**config.mk**
```make
export PLATFORM = sky130hd
export DESIGN_NAME = ex_operand_stage_flat
export DESIGN_NICKNAME = d
export VERILOG_FILES = /design/src/rtl/ex_operand_if.sv /design/src/rtl/ex_operand_stage.sv /design/src/flat_wrapper.sv
export SDC_FILE = /design/constraint.sdc
export NUM_CORES = 1
export LEC_CHECK = 0
export CAP_MARGIN = 20
export CORE_AREA = 4 4 149 151
export CTS_CLUSTER_SIZE = 16
export DETAILED_ROUTE_END_ITERATION = 10
export DIE_AREA = 0 0 153 155
export PLACE_DENSITY = 0.72
export SLEW_MARGIN = 20
export SYNTH_ARGS = -nofsm -noshare
export SYNTH_HDL_FRONTEND = slang
export SYNTH_SLANG_ARGS = --single-unit
```
**constraint.sdc**
```tcl
create_clock -name clk -period 6.21 [get_ports clk]
set_input_delay 0.9315 -clock clk [delete_from_list [all_inputs] [get_ports clk]]
set_output_delay 0.9315 -clock clk [all_outputs]
set_load 0.005 [all_outputs]
```
**src/rtl/ex_operand_if.sv**
```systemverilog
// ID/EX operand-stage bus: decoded ID fields, later-stage forwarding sources,
// and the ALU-facing operand outputs.
interface ex_operand_if #(
  parameter int XLEN = 32,
  parameter int OPW  = 5
) ();
  logic            id_valid_i;
  logic [XLEN-1:0] id_pc_i;
  logic [XLEN-1:0] id_rd1_i;
  logic [XLEN-1:0] id_rd2_i;
  logic [XLEN-1:0] id_imm_i;
  logic [4:0]      id_rs1_i;
  logic [4:0]      id_rs2_i;
  logic [4:0]      id_rd_i;
  logic            id_use_rs1_i;
  logic            id_use_rs2_i;
  logic [OPW-1:0]  id_aluop_i;
  logic            id_alusrc_i;
  logic [7:0]      id_ctrl_i;
  logic            flush_i;
  logic            exmem_regwrite_i;
  logic            memwb_regwrite_i;
  logic [4:0]      exmem_rd_i;
  logic [4:0]      memwb_rd_i;
  logic [XLEN-1:0] exmem_data_i;
  logic [XLEN-1:0] memwb_data_i;

  logic [XLEN-1:0] alu_a_o;
  logic [XLEN-1:0] alu_b_o;
  logic [OPW-1:0]  alu_op_o;
  logic [XLEN-1:0] alu_pc_o;
  logic [XLEN-1:0] store_data_o;
  logic [4:0]      ex_rd_o;
  logic [7:0]      ex_ctrl_o;
  logic            ex_valid_o;
  logic            load_use_stall_o;

  modport master (
    output id_valid_i, id_pc_i, id_rd1_i, id_rd2_i, id_imm_i,
    output id_rs1_i, id_rs2_i, id_rd_i, id_use_rs1_i, id_use_rs2_i,
    output id_aluop_i, id_alusrc_i, id_ctrl_i, flush_i,
    output exmem_regwrite_i, memwb_regwrite_i, exmem_rd_i, memwb_rd_i,
    output exmem_data_i, memwb_data_i,
    input  alu_a_o, alu_b_o, alu_op_o, alu_pc_o, store_data_o,
    input  ex_rd_o, ex_ctrl_o, ex_valid_o, load_use_stall_o
  );

  modport slave (
    input  id_valid_i, id_pc_i, id_rd1_i, id_rd2_i, id_imm_i,
    input  id_rs1_i, id_rs2_i, id_rd_i, id_use_rs1_i, id_use_rs2_i,
    input  id_aluop_i, id_alusrc_i, id_ctrl_i, flush_i,
    input  exmem_regwrite_i, memwb_regwrite_i, exmem_rd_i, memwb_rd_i,
    input  exmem_data_i, memwb_data_i,
    output alu_a_o, alu_b_o, alu_op_o, alu_pc_o, store_data_o,
    output ex_rd_o, ex_ctrl_o, ex_valid_o, load_use_stall_o
  );
endinterface

```
**src/rtl/ex_operand_stage.sv**
```systemverilog
// ID/EX pipeline register with load-use bubble insertion, capture-side WB
// bypass and EX/MEM-over-MEM/WB operand forwarding into the ALU.
module ex_operand_stage #(
  parameter int XLEN = 32,
  parameter int OPW  = 5
) (
  input logic         clk,
  input logic         rstn,
  ex_operand_if.slave bus
);
  localparam logic [OPW-1:0] OP_NOP = '0;

  logic            vld_p1;
  logic [XLEN-1:0] pc_p1;
  logic [XLEN-1:0] rs1v_p1;
  logic [XLEN-1:0] rs2v_p1;
  logic [XLEN-1:0] imm_p1;
  logic [4:0]      rs1_p1;
  logic [4:0]      rs2_p1;
  logic [4:0]      rd_p1;
  logic [OPW-1:0]  op_p1;
  logic            alusrc_p1;
  logic [7:0]      ctrl_p1;

  logic            stall;
  logic [XLEN-1:0] fwd1;
  logic [XLEN-1:0] fwd2;

  // Newest value of register rs; x0 never matches a writer.
  function automatic logic [XLEN-1:0] fwd_sel(
    input logic [4:0]      rs,
    input logic [XLEN-1:0] stored,
    input logic            mem_we,
    input logic [4:0]      mem_rd,
    input logic [XLEN-1:0] mem_data,
    input logic            wb_we,
    input logic [4:0]      wb_rd,
    input logic [XLEN-1:0] wb_data
  );
    if (mem_we && (mem_rd != 5'd0) && (mem_rd == rs)) return mem_data;
    if (wb_we && (wb_rd != 5'd0) && (wb_rd == rs)) return wb_data;
    return stored;
  endfunction

  assign stall = vld_p1 && ctrl_p1[6] && (rd_p1 != 5'd0) && bus.id_valid_i &&
                 ((bus.id_use_rs1_i && (bus.id_rs1_i == rd_p1)) ||
                  (bus.id_use_rs2_i && (bus.id_rs2_i == rd_p1))) &&
                 !bus.flush_i;

  // ID -> EX boundary: reset, flush and load-use stall all load a zeroed bubble
  always_ff @(posedge clk) begin
    if (!rstn || bus.flush_i || stall) begin
      vld_p1    <= 1'b0;
      pc_p1     <= '0;
      rs1v_p1   <= '0;
      rs2v_p1   <= '0;
      imm_p1    <= '0;
      rs1_p1    <= '0;
      rs2_p1    <= '0;
      rd_p1     <= '0;
      op_p1     <= OP_NOP;
      alusrc_p1 <= 1'b0;
      ctrl_p1   <= '0;
    end else begin
      vld_p1    <= bus.id_valid_i;
      pc_p1     <= bus.id_pc_i;
      rs1v_p1   <= fwd_sel(bus.id_rs1_i, bus.id_rd1_i, 1'b0, 5'd0, '0,
                           bus.memwb_regwrite_i, bus.memwb_rd_i, bus.memwb_data_i);
      rs2v_p1   <= fwd_sel(bus.id_rs2_i, bus.id_rd2_i, 1'b0, 5'd0, '0,
                           bus.memwb_regwrite_i, bus.memwb_rd_i, bus.memwb_data_i);
      imm_p1    <= bus.id_imm_i;
      rs1_p1    <= bus.id_rs1_i;
      rs2_p1    <= bus.id_rs2_i;
      rd_p1     <= bus.id_rd_i;
      op_p1     <= bus.id_aluop_i;
      alusrc_p1 <= bus.id_alusrc_i;
      ctrl_p1   <= bus.id_ctrl_i;
    end
  end

  // EX: same-cycle forwarding onto the registered operands
  assign fwd1 = fwd_sel(rs1_p1, rs1v_p1,
                        bus.exmem_regwrite_i, bus.exmem_rd_i, bus.exmem_data_i,
                        bus.memwb_regwrite_i, bus.memwb_rd_i, bus.memwb_data_i);
  assign fwd2 = fwd_sel(rs2_p1, rs2v_p1,
                        bus.exmem_regwrite_i, bus.exmem_rd_i, bus.exmem_data_i,
                        bus.memwb_regwrite_i, bus.memwb_rd_i, bus.memwb_data_i);

  assign bus.alu_a_o          = fwd1;
  assign bus.alu_b_o          = alusrc_p1 ? imm_p1 : fwd2;
  assign bus.store_data_o     = fwd2;
  assign bus.alu_pc_o         = pc_p1;
  assign bus.alu_op_o         = op_p1;
  assign bus.ex_rd_o          = rd_p1;
  assign bus.ex_ctrl_o        = ctrl_p1;
  assign bus.ex_valid_o       = vld_p1;
  assign bus.load_use_stall_o = stall;
endmodule

```
**src/flat_wrapper.sv**
```systemverilog
// flat-port wrapper written by rule: the top's interface ports become plain ports
module ex_operand_stage_flat 
#(
  parameter int XLEN = 32,
  parameter int OPW  = 5
)
  (clk, rstn, bus_id_valid_i, bus_id_pc_i, bus_id_rd1_i, bus_id_rd2_i, bus_id_imm_i, bus_id_rs1_i, bus_id_rs2_i, bus_id_rd_i, bus_id_use_rs1_i, bus_id_use_rs2_i, bus_id_aluop_i, bus_id_alusrc_i, bus_id_ctrl_i, bus_flush_i, bus_exmem_regwrite_i, bus_memwb_regwrite_i, bus_exmem_rd_i, bus_memwb_rd_i, bus_exmem_data_i, bus_memwb_data_i, bus_alu_a_o, bus_alu_b_o, bus_alu_op_o, bus_alu_pc_o, bus_store_data_o, bus_ex_rd_o, bus_ex_ctrl_o, bus_ex_valid_o, bus_load_use_stall_o);
  ex_operand_if #(.XLEN(XLEN), .OPW(OPW)) bus_i ();
  input logic clk;
  input logic rstn;
  input wire logic [$bits(bus_i.id_valid_i)-1:0] bus_id_valid_i;
  input wire logic [$bits(bus_i.id_pc_i)-1:0] bus_id_pc_i;
  input wire logic [$bits(bus_i.id_rd1_i)-1:0] bus_id_rd1_i;
  input wire logic [$bits(bus_i.id_rd2_i)-1:0] bus_id_rd2_i;
  input wire logic [$bits(bus_i.id_imm_i)-1:0] bus_id_imm_i;
  input wire logic [$bits(bus_i.id_rs1_i)-1:0] bus_id_rs1_i;
  input wire logic [$bits(bus_i.id_rs2_i)-1:0] bus_id_rs2_i;
  input wire logic [$bits(bus_i.id_rd_i)-1:0] bus_id_rd_i;
  input wire logic [$bits(bus_i.id_use_rs1_i)-1:0] bus_id_use_rs1_i;
  input wire logic [$bits(bus_i.id_use_rs2_i)-1:0] bus_id_use_rs2_i;
  input wire logic [$bits(bus_i.id_aluop_i)-1:0] bus_id_aluop_i;
  input wire logic [$bits(bus_i.id_alusrc_i)-1:0] bus_id_alusrc_i;
  input wire logic [$bits(bus_i.id_ctrl_i)-1:0] bus_id_ctrl_i;
  input wire logic [$bits(bus_i.flush_i)-1:0] bus_flush_i;
  input wire logic [$bits(bus_i.exmem_regwrite_i)-1:0] bus_exmem_regwrite_i;
  input wire logic [$bits(bus_i.memwb_regwrite_i)-1:0] bus_memwb_regwrite_i;
  input wire logic [$bits(bus_i.exmem_rd_i)-1:0] bus_exmem_rd_i;
  input wire logic [$bits(bus_i.memwb_rd_i)-1:0] bus_memwb_rd_i;
  input wire logic [$bits(bus_i.exmem_data_i)-1:0] bus_exmem_data_i;
  input wire logic [$bits(bus_i.memwb_data_i)-1:0] bus_memwb_data_i;
  output wire logic [$bits(bus_i.alu_a_o)-1:0] bus_alu_a_o;
  output wire logic [$bits(bus_i.alu_b_o)-1:0] bus_alu_b_o;
  output wire logic [$bits(bus_i.alu_op_o)-1:0] bus_alu_op_o;
  output wire logic [$bits(bus_i.alu_pc_o)-1:0] bus_alu_pc_o;
  output wire logic [$bits(bus_i.store_data_o)-1:0] bus_store_data_o;
  output wire logic [$bits(bus_i.ex_rd_o)-1:0] bus_ex_rd_o;
  output wire logic [$bits(bus_i.ex_ctrl_o)-1:0] bus_ex_ctrl_o;
  output wire logic [$bits(bus_i.ex_valid_o)-1:0] bus_ex_valid_o;
  output wire logic [$bits(bus_i.load_use_stall_o)-1:0] bus_load_use_stall_o;
  assign bus_i.id_valid_i = bus_id_valid_i;
  assign bus_i.id_pc_i = bus_id_pc_i;
  assign bus_i.id_rd1_i = bus_id_rd1_i;
  assign bus_i.id_rd2_i = bus_id_rd2_i;
  assign bus_i.id_imm_i = bus_id_imm_i;
  assign bus_i.id_rs1_i = bus_id_rs1_i;
  assign bus_i.id_rs2_i = bus_id_rs2_i;
  assign bus_i.id_rd_i = bus_id_rd_i;
  assign bus_i.id_use_rs1_i = bus_id_use_rs1_i;
  assign bus_i.id_use_rs2_i = bus_id_use_rs2_i;
  assign bus_i.id_aluop_i = bus_id_aluop_i;
  assign bus_i.id_alusrc_i = bus_id_alusrc_i;
  assign bus_i.id_ctrl_i = bus_id_ctrl_i;
  assign bus_i.flush_i = bus_flush_i;
  assign bus_i.exmem_regwrite_i = bus_exmem_regwrite_i;
  assign bus_i.memwb_regwrite_i = bus_memwb_regwrite_i;
  assign bus_i.exmem_rd_i = bus_exmem_rd_i;
  assign bus_i.memwb_rd_i = bus_memwb_rd_i;
  assign bus_i.exmem_data_i = bus_exmem_data_i;
  assign bus_i.memwb_data_i = bus_memwb_data_i;
  assign bus_alu_a_o = bus_i.alu_a_o;
  assign bus_alu_b_o = bus_i.alu_b_o;
  assign bus_alu_op_o = bus_i.alu_op_o;
  assign bus_alu_pc_o = bus_i.alu_pc_o;
  assign bus_store_data_o = bus_i.store_data_o;
  assign bus_ex_rd_o = bus_i.ex_rd_o;
  assign bus_ex_ctrl_o = bus_i.ex_ctrl_o;
  assign bus_ex_valid_o = bus_i.ex_valid_o;
  assign bus_load_use_stall_o = bus_i.load_use_stall_o;
  ex_operand_stage #(.XLEN(XLEN), .OPW(OPW)) u_core (.clk(clk), .rstn(rstn), .bus(bus_i));
endmodule
```
==> impl_metrics.json, run 1 <==
{
  "grt_remaining_overflow": 0,
  "layout_min_cycle_time_ns": 4.95,
  "worst_slack_ns": 1.26,
  "syn_to_final_growth_pct": 64.3,
  "worstHoldPathType": "input pin to flip-flop",
  "worst_setup_path_start_kind": "input pin",
  "criticalPathCategory": "input pin to output pin",
  "ctsRootBufferMaster": "clkbuf_16",
  "rsz0062_at_grt": "false",
  "yosysWarningCount": 0,
  "drv_cap": 0,
  "synth_top_cell_area_share_pct": 43.2,
  "postCtsSetupBuffers": 0,
  "ys_seq_area_share_pct": 43.2,
  "holdWs_ns": 1.06,
  "grt_usage_pct": 23.7,
  "grt_start_max_net_pins": 70,
  "die_w_um": 153,
  "clk_path_buf_depth": 2,
  "synth_cell_types": 36,
  "drive_gt1_share_pct": 9.69,
  "synthTopCellsByArea": "dfxtp_1, mux2i_1, and2_1",
  "portBuffers": 386,
  "status": "finished, final reports clean",
  "cts-resized-gates": 0,
  "multi_input_comb_area_um2": 3860,
  "wl_um": 29100,
  "grt_pass1_vias": 7237,
  "grt_util_met3_pct": 8.01,
  "diodes": 0,
  "dp_hpwl_um": 22300,
  "core_um2": 20800,
  "postRouteAntennaNets": 0,
  "drtIter0Drc": 489,
  "synth-seq-cells": 158,
  "peakVddDrop_v": 0.000176,
  "holdBufCountCts": 0,
  "drv_slew": 0,
  "synth_top_cell_by_area": "dfxtp_1",
  "syn_area_per_cell_um2": 9.03,
  "busiest_layer": "met2",
  "fin_crit_sh_pct": 79.8,
  "dp_slack_ns": 1.04,
  "row_count": 53,
  "vias_per_cell": 4.95,
  "async_reset_ff_share_pct": 0,
  "path_clk_slew_ns": 0.07,
  "worstMarginPinSlew_ns": 0.919,
  "regArea_um2": 3160,
  "ys.flop_type": "dfxtp_1",
  "h-tree-depth": 4,
  "antenna_found_initial": 1,
  "setup_viol": 0,
  "clk_latency_ns": 0.42,
  "clock-sinks": 158,
  "crit_required_ns": 5.28,
  "dieHeight_um": 155,
  "grt_use_met1_pct": 27.4,
  "die_area_um2": 23700,
  "power_density_nw_per_um2": 228,
  "critPathCaptureType": "output pin",
  "fin_setup_tns_ns": 0,
  "cp_max_fo": 21,
  "start_util_pct": 35.1,
  "nFillCells": 1906,
  "finalHoldViolCount": 0,
  "pin_count": 387,
  "cp_data_arrival_time_ns": 4.02,
  "worst_clock_skew_ns": 0.00942,
  "synthCells": 810,
  "synthTopCellsByCount": "dfxtp_1, nor2_1, and2_1",
  "slew_headroom_pct": 38.7,
  "place_congestion": 0.893,
  "synth.most_common_cell": "dfxtp_1",
  "wl_per_cell_um": 20.1,
  "syn_area_um2": 7320,
  "max_freq_ghz": 0.202,
  "synth_nets": 1049,
  "cts_tree": "done",
  "num_vias": 7189,
  "use_met2_pct": 41.2,
  "cts-buffers-inserted": 17,
  "finalNetCount": 1403,
  "synth_edf_count": 0,
  "post-route-drc-count": 0,
  "grt_pass1_wl_um": 43600,
  "drtPass1Iterations": 5,
  "p_leak_uw": 0.00432
}
-- sequential cells by signal (all words and copies together) (netlist names) --
register               cells
u_core.rs2v_p1            32
u_core.rs1v_p1            32
u_core.bus.ex_ctrl_o       8
u_core.imm_p1             32
u_core.bus.ex_valid_o      1
u_core.bus.ex_rd_o         5
u_core.bus.alu_op_o        5
u_core.rs1_p1              5
u_core.bus.alu_pc_o       32
u_core.rs2_p1              5
u_core.alusrc_p1           1
-- through the flow --
step | cell area, um^2 | std cells | power, uW | util, %
floorplan | 7320 | 810 | 1260 | -
global placement | 11400 | 1419 | 1590 | 54.5
detailed placement | 11400 | 1419 | 1590 | 54.5
CTS | 12000 | 1451 | 2770 | 57.7
global route | 12000 | 1452 | 2850 | 57.7
finish | 12000 | 1452 | 2740 | 57.7
-- worst max-delay path, cell delays in order --
cell             delay, ns
clkdlybuf4s50_1       0.57
or4_4                 0.61
o211ai_2              0.22
buf_4                 0.32
o21ai_1               0.12
a31oi_1               0.50
mux2_2                0.26
clkdlybuf4s50_1       0.49
-- report_power, final --
part | internal [uW] | switching [uW]
Combinational | 301 | 196
Clock | 703 | 471
Sequential | 1050 | 16.9
-- cells by family (layout without fill, tap and decap cells) --
family                 count (synthesis)  in the layout  share of synthesized area [%]
AND/OR/NAND/NOR                      342            342                           23.1
buffers and inverters                 69            436                           4.80
multiplexers                          96             96                           13.7
XOR/XNOR                              40             40                           4.79
flip-flops                           158            158                           43.2
AO/OA/AOI/OAI                        105            105                           10.4
-- metal layers --
metal  wire (um)  up-vias
met5          13        -
met4         820        2
met3        2530       55
met2       14300      341
met1       11500     3321
li1            -     3470
-- area by class of cell --
class                      count  area share (%)
tap                          275            2.86
clock inverter                14            1.80
multi-input combinational    583            32.1
sequential                   158            26.3
inverter                       1          0.0312
timing repair buffer         403            33.2
clock buffer                  18            3.65
-- placed cells by master, fill, tap and decap left out, types with 31 or more instances in the layout --
cell type        netlist  layout
clkdlybuf4s50_1        0     386
and2_1                94      94
a31oi_1               45      45
o21ai_1               31      31
mux2i_1               64      64
nand2_1               67      67
dfxtp_1              158     157
nor2_1                97      97
nand3_1               36      36
mux2_2                32      32
nor3_1                33      33
-- final timing paths --
path	cells past startpoint	from	slack [ns]	end
hold / removal	2	bus_id_alusrc_i	1.06	u_core.alusrc_p1
hold reg to reg	4	u_core.bus.ex_rd_o[2]	1.10	u_core.rs2_p1[1]
setup / recovery	8	bus_memwb_rd_i[0]	1.26	bus_alu_b_o[4]
setup reg to reg	6	u_core.bus.ex_rd_o[4]	3.72	u_core.bus.alu_pc_o[3]
Note: power is estimated with default switching activity, not from simulation.
==> run 2: changes to the inputs <==
- CORE_AREA: 4 4 149 151 -> not set
- CORE_MARGIN: not set -> 4
- CORE_UTILIZATION: not set -> 36
- DIE_AREA: 0 0 153 155 -> not set
- PLACE_DENSITY: 0.72 -> 0.76
- clock period: 6.21 -> 4.2 ns (I/O delays scaled with it)
==> run 2 against run 1 <==
Combinational power rose by 50%. Final cell count down 0.41%. Global-route usage rose by 1.1 points. Worst setup slack got worse by 1.0 ns. Largest cell class unchanged.
==> impl_metrics.json, run 2 (synthesized netlist as in run 1, its figures left out) <==
{
  "status": "finished, final reports clean",
  "dieHeight_um": 151,
  "slew_headroom_pct": 37.0,
  "cts_tree": "done",
  "grt_remaining_overflow": 0,
  "power_density_nw_per_um2": 329,
  "ctsRootBufferMaster": "clkbuf_16",
  "clk_path_buf_depth": 2,
  "grt_pass1_wl_um": 42500,
  "slowest_stage": "or4_4",
  "setup_viol": 0,
  "worstMarginPinSlew_ns": 0.945,
  "pin_count": 387,
  "start_util_pct": 37.1,
  "rsz0062_at_grt": "false",
  "grt_pass1_vias": 7227,
  "fin_setup_tns_ns": 0,
  "die_area_um2": 22700,
  "mostFrequentLayoutCell": "clkdlybuf4s50_1",
  "syn_to_final_growth_pct": 64.9,
  "cts-resized-gates": 0,
  "holdWs_ns": 0.755,
  "postCtsSetupBuffers": 0,
  "cp_data_arrival_time_ns": 3.36,
  "worst_clock_skew_ns": 0.0103,
  "mostFrequentLayoutCells": "clkdlybuf4s50_1, dfxtp_1, nor2_1",
  "nFillCells": 1720,
  "holdBufCountCts": 0,
  "portBuffers": 386,
  "peakVddDrop_v": 0.000277,
  "drtPass1Iterations": 5,
  "path_clk_slew_ns": 0.07,
  "crit_top_cell": "clkdlybuf4s50_1",
  "criticalPathCategory": "input pin to output pin",
  "core_um2": 19700,
  "crit_required_ns": 3.57,
  "dp_slack_ns": 0.211,
  "drv_cap": 0,
  "worst_slack_ns": 0.209,
  "drv_slew": 0,
  "fin_crit_sh_pct": 95.0,
  "cpPeakStageDelay_ns": 0.58,
  "wl_um": 29100,
  "place_congestion": 0.885,
  "power_uw": 3970,
  "antenna_found_initial": 3,
  "cts-buffers-inserted": 17,
  "die_w_um": 151,
  "postRouteAntennaNets": 0,
  "row_count": 51,
  "max_freq_ghz": 0.251,
  "drive_gt1_share_pct": 9.76,
  "p_leak_uw": 0.00434,
  "vias_per_cell": 5.04,
  "layout_min_cycle_time_ns": 3.99,
  "dp_hpwl_um": 21600,
  "wl_per_cell_um": 20.1,
  "grt_usage_pct": 24.8,
  "h-tree-depth": 4,
  "post-route-drc-count": 0,
  "drtIter0Drc": 419,
  "clk_latency_ns": 0.43,
  "worstHoldPathType": "input pin to flip-flop",
  "critPathCaptureType": "output pin",
  "utilization_pct": 61.2,
  "finalNetCount": 1404,
  "worst_setup_path_start_kind": "input pin",
  "num_vias": 7288,
  "grt_start_max_net_pins": 65,
  "clock-sinks": 158,
  "crit_path_cell_trace": "clkdlybuf4s50_1 > or4_4 > o211ai_4 > buf_12 > o21ai_1 > a31oi_1 > mux2_2 > clkdlybuf4s50_1",
  "finalHoldViolCount": 0,
  "cp_max_fo": 32
}
## run 2: worst paths after layout
kind,startpoint,endpoint,slack [ns],cells past startpoint
max,bus_memwb_rd_i[1],bus_alu_b_o[7],0.21,8
min,bus_id_alusrc_i,u_core.alusrc_p1,0.75,2
max reg2reg,u_core.bus.ex_rd_o[0],u_core.rs2v_p1[0],2.01,6
min reg2reg,u_core.bus.ex_valid_o,u_core.alusrc_p1,1.14,4
## run 2: worst max-delay path: cells and delay by family
kind	cells	cell delay, ns
simple gates	1	0.58
buf+inv	3	1.27
mux	1	0.25
compound gates	3	0.62
## run 2: where the power goes
| group | switching, uW | total (uW) | internal [uW] |
|---|---|---|---|
| sequential | 26.1 | 1590 | 1560 |
| clock | 730 | 1640 | 913 |
| combinational | 292 | 744 | 452 |
| total | 1050 | 3970 | 2920 |
## run 2: per-stage QoR
stage | cell area (um^2) | instances
after floorplan | 7320 | 810
after detailed placement | 11400 | 1411
after global placement | 11400 | 1411
after CTS | 12100 | 1443
after global routing | 12100 | 1446
final | 12100 | 1446
## run 2: layout make-up
class	instances	area [um^2]	area share (%)
clock inverter	15	193	1.60
sequential	158	3160	26.2
inverter	1	3.75	0.0311
timing repair buffer	404	4070	33.8
clock buffer	17	425	3.53
antenna	3	7.51	0.0622
multi-input combinational	583	3870	32.0
tap	265	332	2.75
## run 2: metal layers
metal | part of all wire [%] | track usage, %
met2 | 51 | 44.0
met4 | 2.6 | 8.51
met3 | 9.8 | 7.95
met1 | 37 | 27.8
met5 | 0 | 0
==> run 3: changes to the inputs <==
- PLACE_DENSITY: 0.76 -> 0.77
==> run 3 against run 2 <==
Maximum frequency fell by 0.52%. Clock power barely moved. Routed wire length rose by 1.9%. Utilization rose by 0.16 points. Critical path depth fell by 1. Hold slack improved by 0.0034 ns. Non-clock buffer count rose by 1. Combinational power rose by 0.8%. Clock-buffer cell count did not move. Sequential share of layout area fell by 0.068 points. Largest cell class unchanged.
==> impl_metrics.json, run 3 (synthesized netlist as in run 1, its figures left out) <==
{
  "p_leak_uw": 0.00436,
  "swShare_pct": 26.1,
  "clock-sinks": 158,
  "grt_pass1_wl_um": 43300,
  "worst_slack_ns": 0.189,
  "drtIter0Drc": 427,
  "dp_slack_ns": 0.151,
  "place_congestion": 0.887,
  "grt_remaining_overflow": 0,
  "rsz0062_at_grt": "false",
  "syn_to_final_growth_pct": 65.3,
  "ctsRootBufferMaster": "clkbuf_16",
  "clock_power_share_pct": 41.0,
  "pin_count": 387,
  "postCtsSetupBuffers": 0,
  "wl_um": 29600,
  "p_switching_uw": 1030,
  "mostFrequentLayoutCells": "clkdlybuf4s50_1, dfxtp_1, nor2_1",
  "dieHeight_um": 151,
  "die_area_um2": 22700,
  "critPathCaptureType": "output pin",
  "post-route-drc-count": 0,
  "grt_start_max_net_pins": 89,
  "cpPeakStageDelay_ns": 0.55,
  "worst_clock_skew_ns": 0.0109,
  "path_delay_family": "buffers and inverters",
  "path_clk_slew_ns": 0.07,
  "row_count": 51,
  "slowest_stage": "clkdlybuf4s50_1",
  "num_vias": 7347,
  "utilization_pct": 61.3,
  "fin_setup_tns_ns": 0,
  "grt_usage_pct": 25.3,
  "max_freq_ghz": 0.249,
  "die_w_um": 151,
  "finalHoldViolCount": 0,
  "drv_cap": 0,
  "place_area_um2": 11500,
  "peakVddDrop_v": 0.000257,
  "layout_min_cycle_time_ns": 4.01,
  "h-tree-depth": 4,
  "power_density_nw_per_um2": 327,
  "drv_slew": 0,
  "worstHoldPathType": "input pin to flip-flop",
  "cts_tree": "done",
  "postRouteAntennaNets": 0,
  "slew_headroom_pct": 37.5,
  "antenna_found_initial": 1,
  "holdWs_ns": 0.758,
  "crit_buf_inv": 2,
  "criticalPathCategory": "input pin to output pin",
  "drtPass1Iterations": 6,
  "clk_latency_ns": 0.42,
  "dp_hpwl_um": 22100,
  "start_util_pct": 37.1,
  "p_int_uw": 2930,
  "setup_viol": 0,
  "cts-buffers-inserted": 17,
  "drive_gt1_share_pct": 9.84,
  "cp_max_fo": 32,
  "wl_per_cell_um": 20.5,
  "cp_data_arrival_time_ns": 3.38,
  "clk_path_buf_depth": 2,
  "mostFrequentLayoutCell": "clkdlybuf4s50_1",
  "worst_setup_path_start_kind": "input pin",
  "status": "finished, final reports clean",
  "cts-resized-gates": 0,
  "portBuffers": 386,
  "vias_per_cell": 5.08,
  "crit_top_cell": "clkdlybuf4s50_1",
  "p_comb_share_pct": 18.9,
  "holdBufCountCts": 0,
  "crit_path_cell_trace": "clkdlybuf4s50_1 > xnor2_1 > o211a_4 > nand3_1 > a31oi_2 > mux2_2 > clkdlybuf4s50_1",
  "crit_required_ns": 3.57,
  "fin_crit_sh_pct": 95.5,
  "core_um2": 19700,
  "finalNetCount": 1405,
  "seq_power_share_pct": 40.0,
  "grt_pass1_vias": 7344,
  "worstMarginPinSlew_ns": 0.937,
  "final_cell_area_um2": 12100
}
[run 3: worst paths after layout]
path                          from                      to  slack [ns]  depth (start not counted)
max reg2reg  u_core.bus.ex_rd_o[4]      u_core.rs2v_p1[10]        1.85                          6
min                 bus_id_pc_i[5]  u_core.bus.alu_pc_o[5]        0.76                          2
min reg2reg  u_core.bus.ex_valid_o        u_core.rs1_p1[1]        0.98                          3
max              bus_memwb_rd_i[2]         bus_alu_b_o[17]        0.19                          7
[run 3: power by group through the flow]
stage          registers [uW]  clock network [uW]  logic (uW)
4_1_cts                  1590                1670         755
3_5_place_dp             1620                   0         748
2_1_floorplan            1610                   0         254
6_report                 1590                1620         750
5_1_grt                  1590                1730         801
3_3_place_gp             1620                   0         743
[run 3: layer usage]
layer	vias up	GRT usage, %	wire [um]
met5	-	0	0
li1	3483	-	-
met4	0	9.84	937
met2	417	43.2	14600
met1	3385	29.7	11100
met3	62	7.80	3060
[run 3: final cells by class]
type                       instances  area (um^2)
fill                            1652         7620
timing repair buffer             405         4110
multi-input combinational        583         3870
sequential                       158         3160
clock buffer                      17          425
tap                              265          332
clock inverter                    15          194
antenna                            2         5.00
inverter                           1         3.75
[run 3: worst register-to-register path, stage by stage (launching register included)]
cell,delay [ns]
dfxtp_1,0.43
xnor2_1,0.16
nand4_1,0.12
o22ai_1,0.37
a311o_2,0.75
buf_12,0.32
nor2_1,0.09
[run 3: metrics by stage]
stage,cells,total power (uW)
after detailed placement,1412,2370
after global placement,1412,2360
after CTS,1444,4010
after global routing,1445,4120
final,1446,3960
after floorplan,810,1870
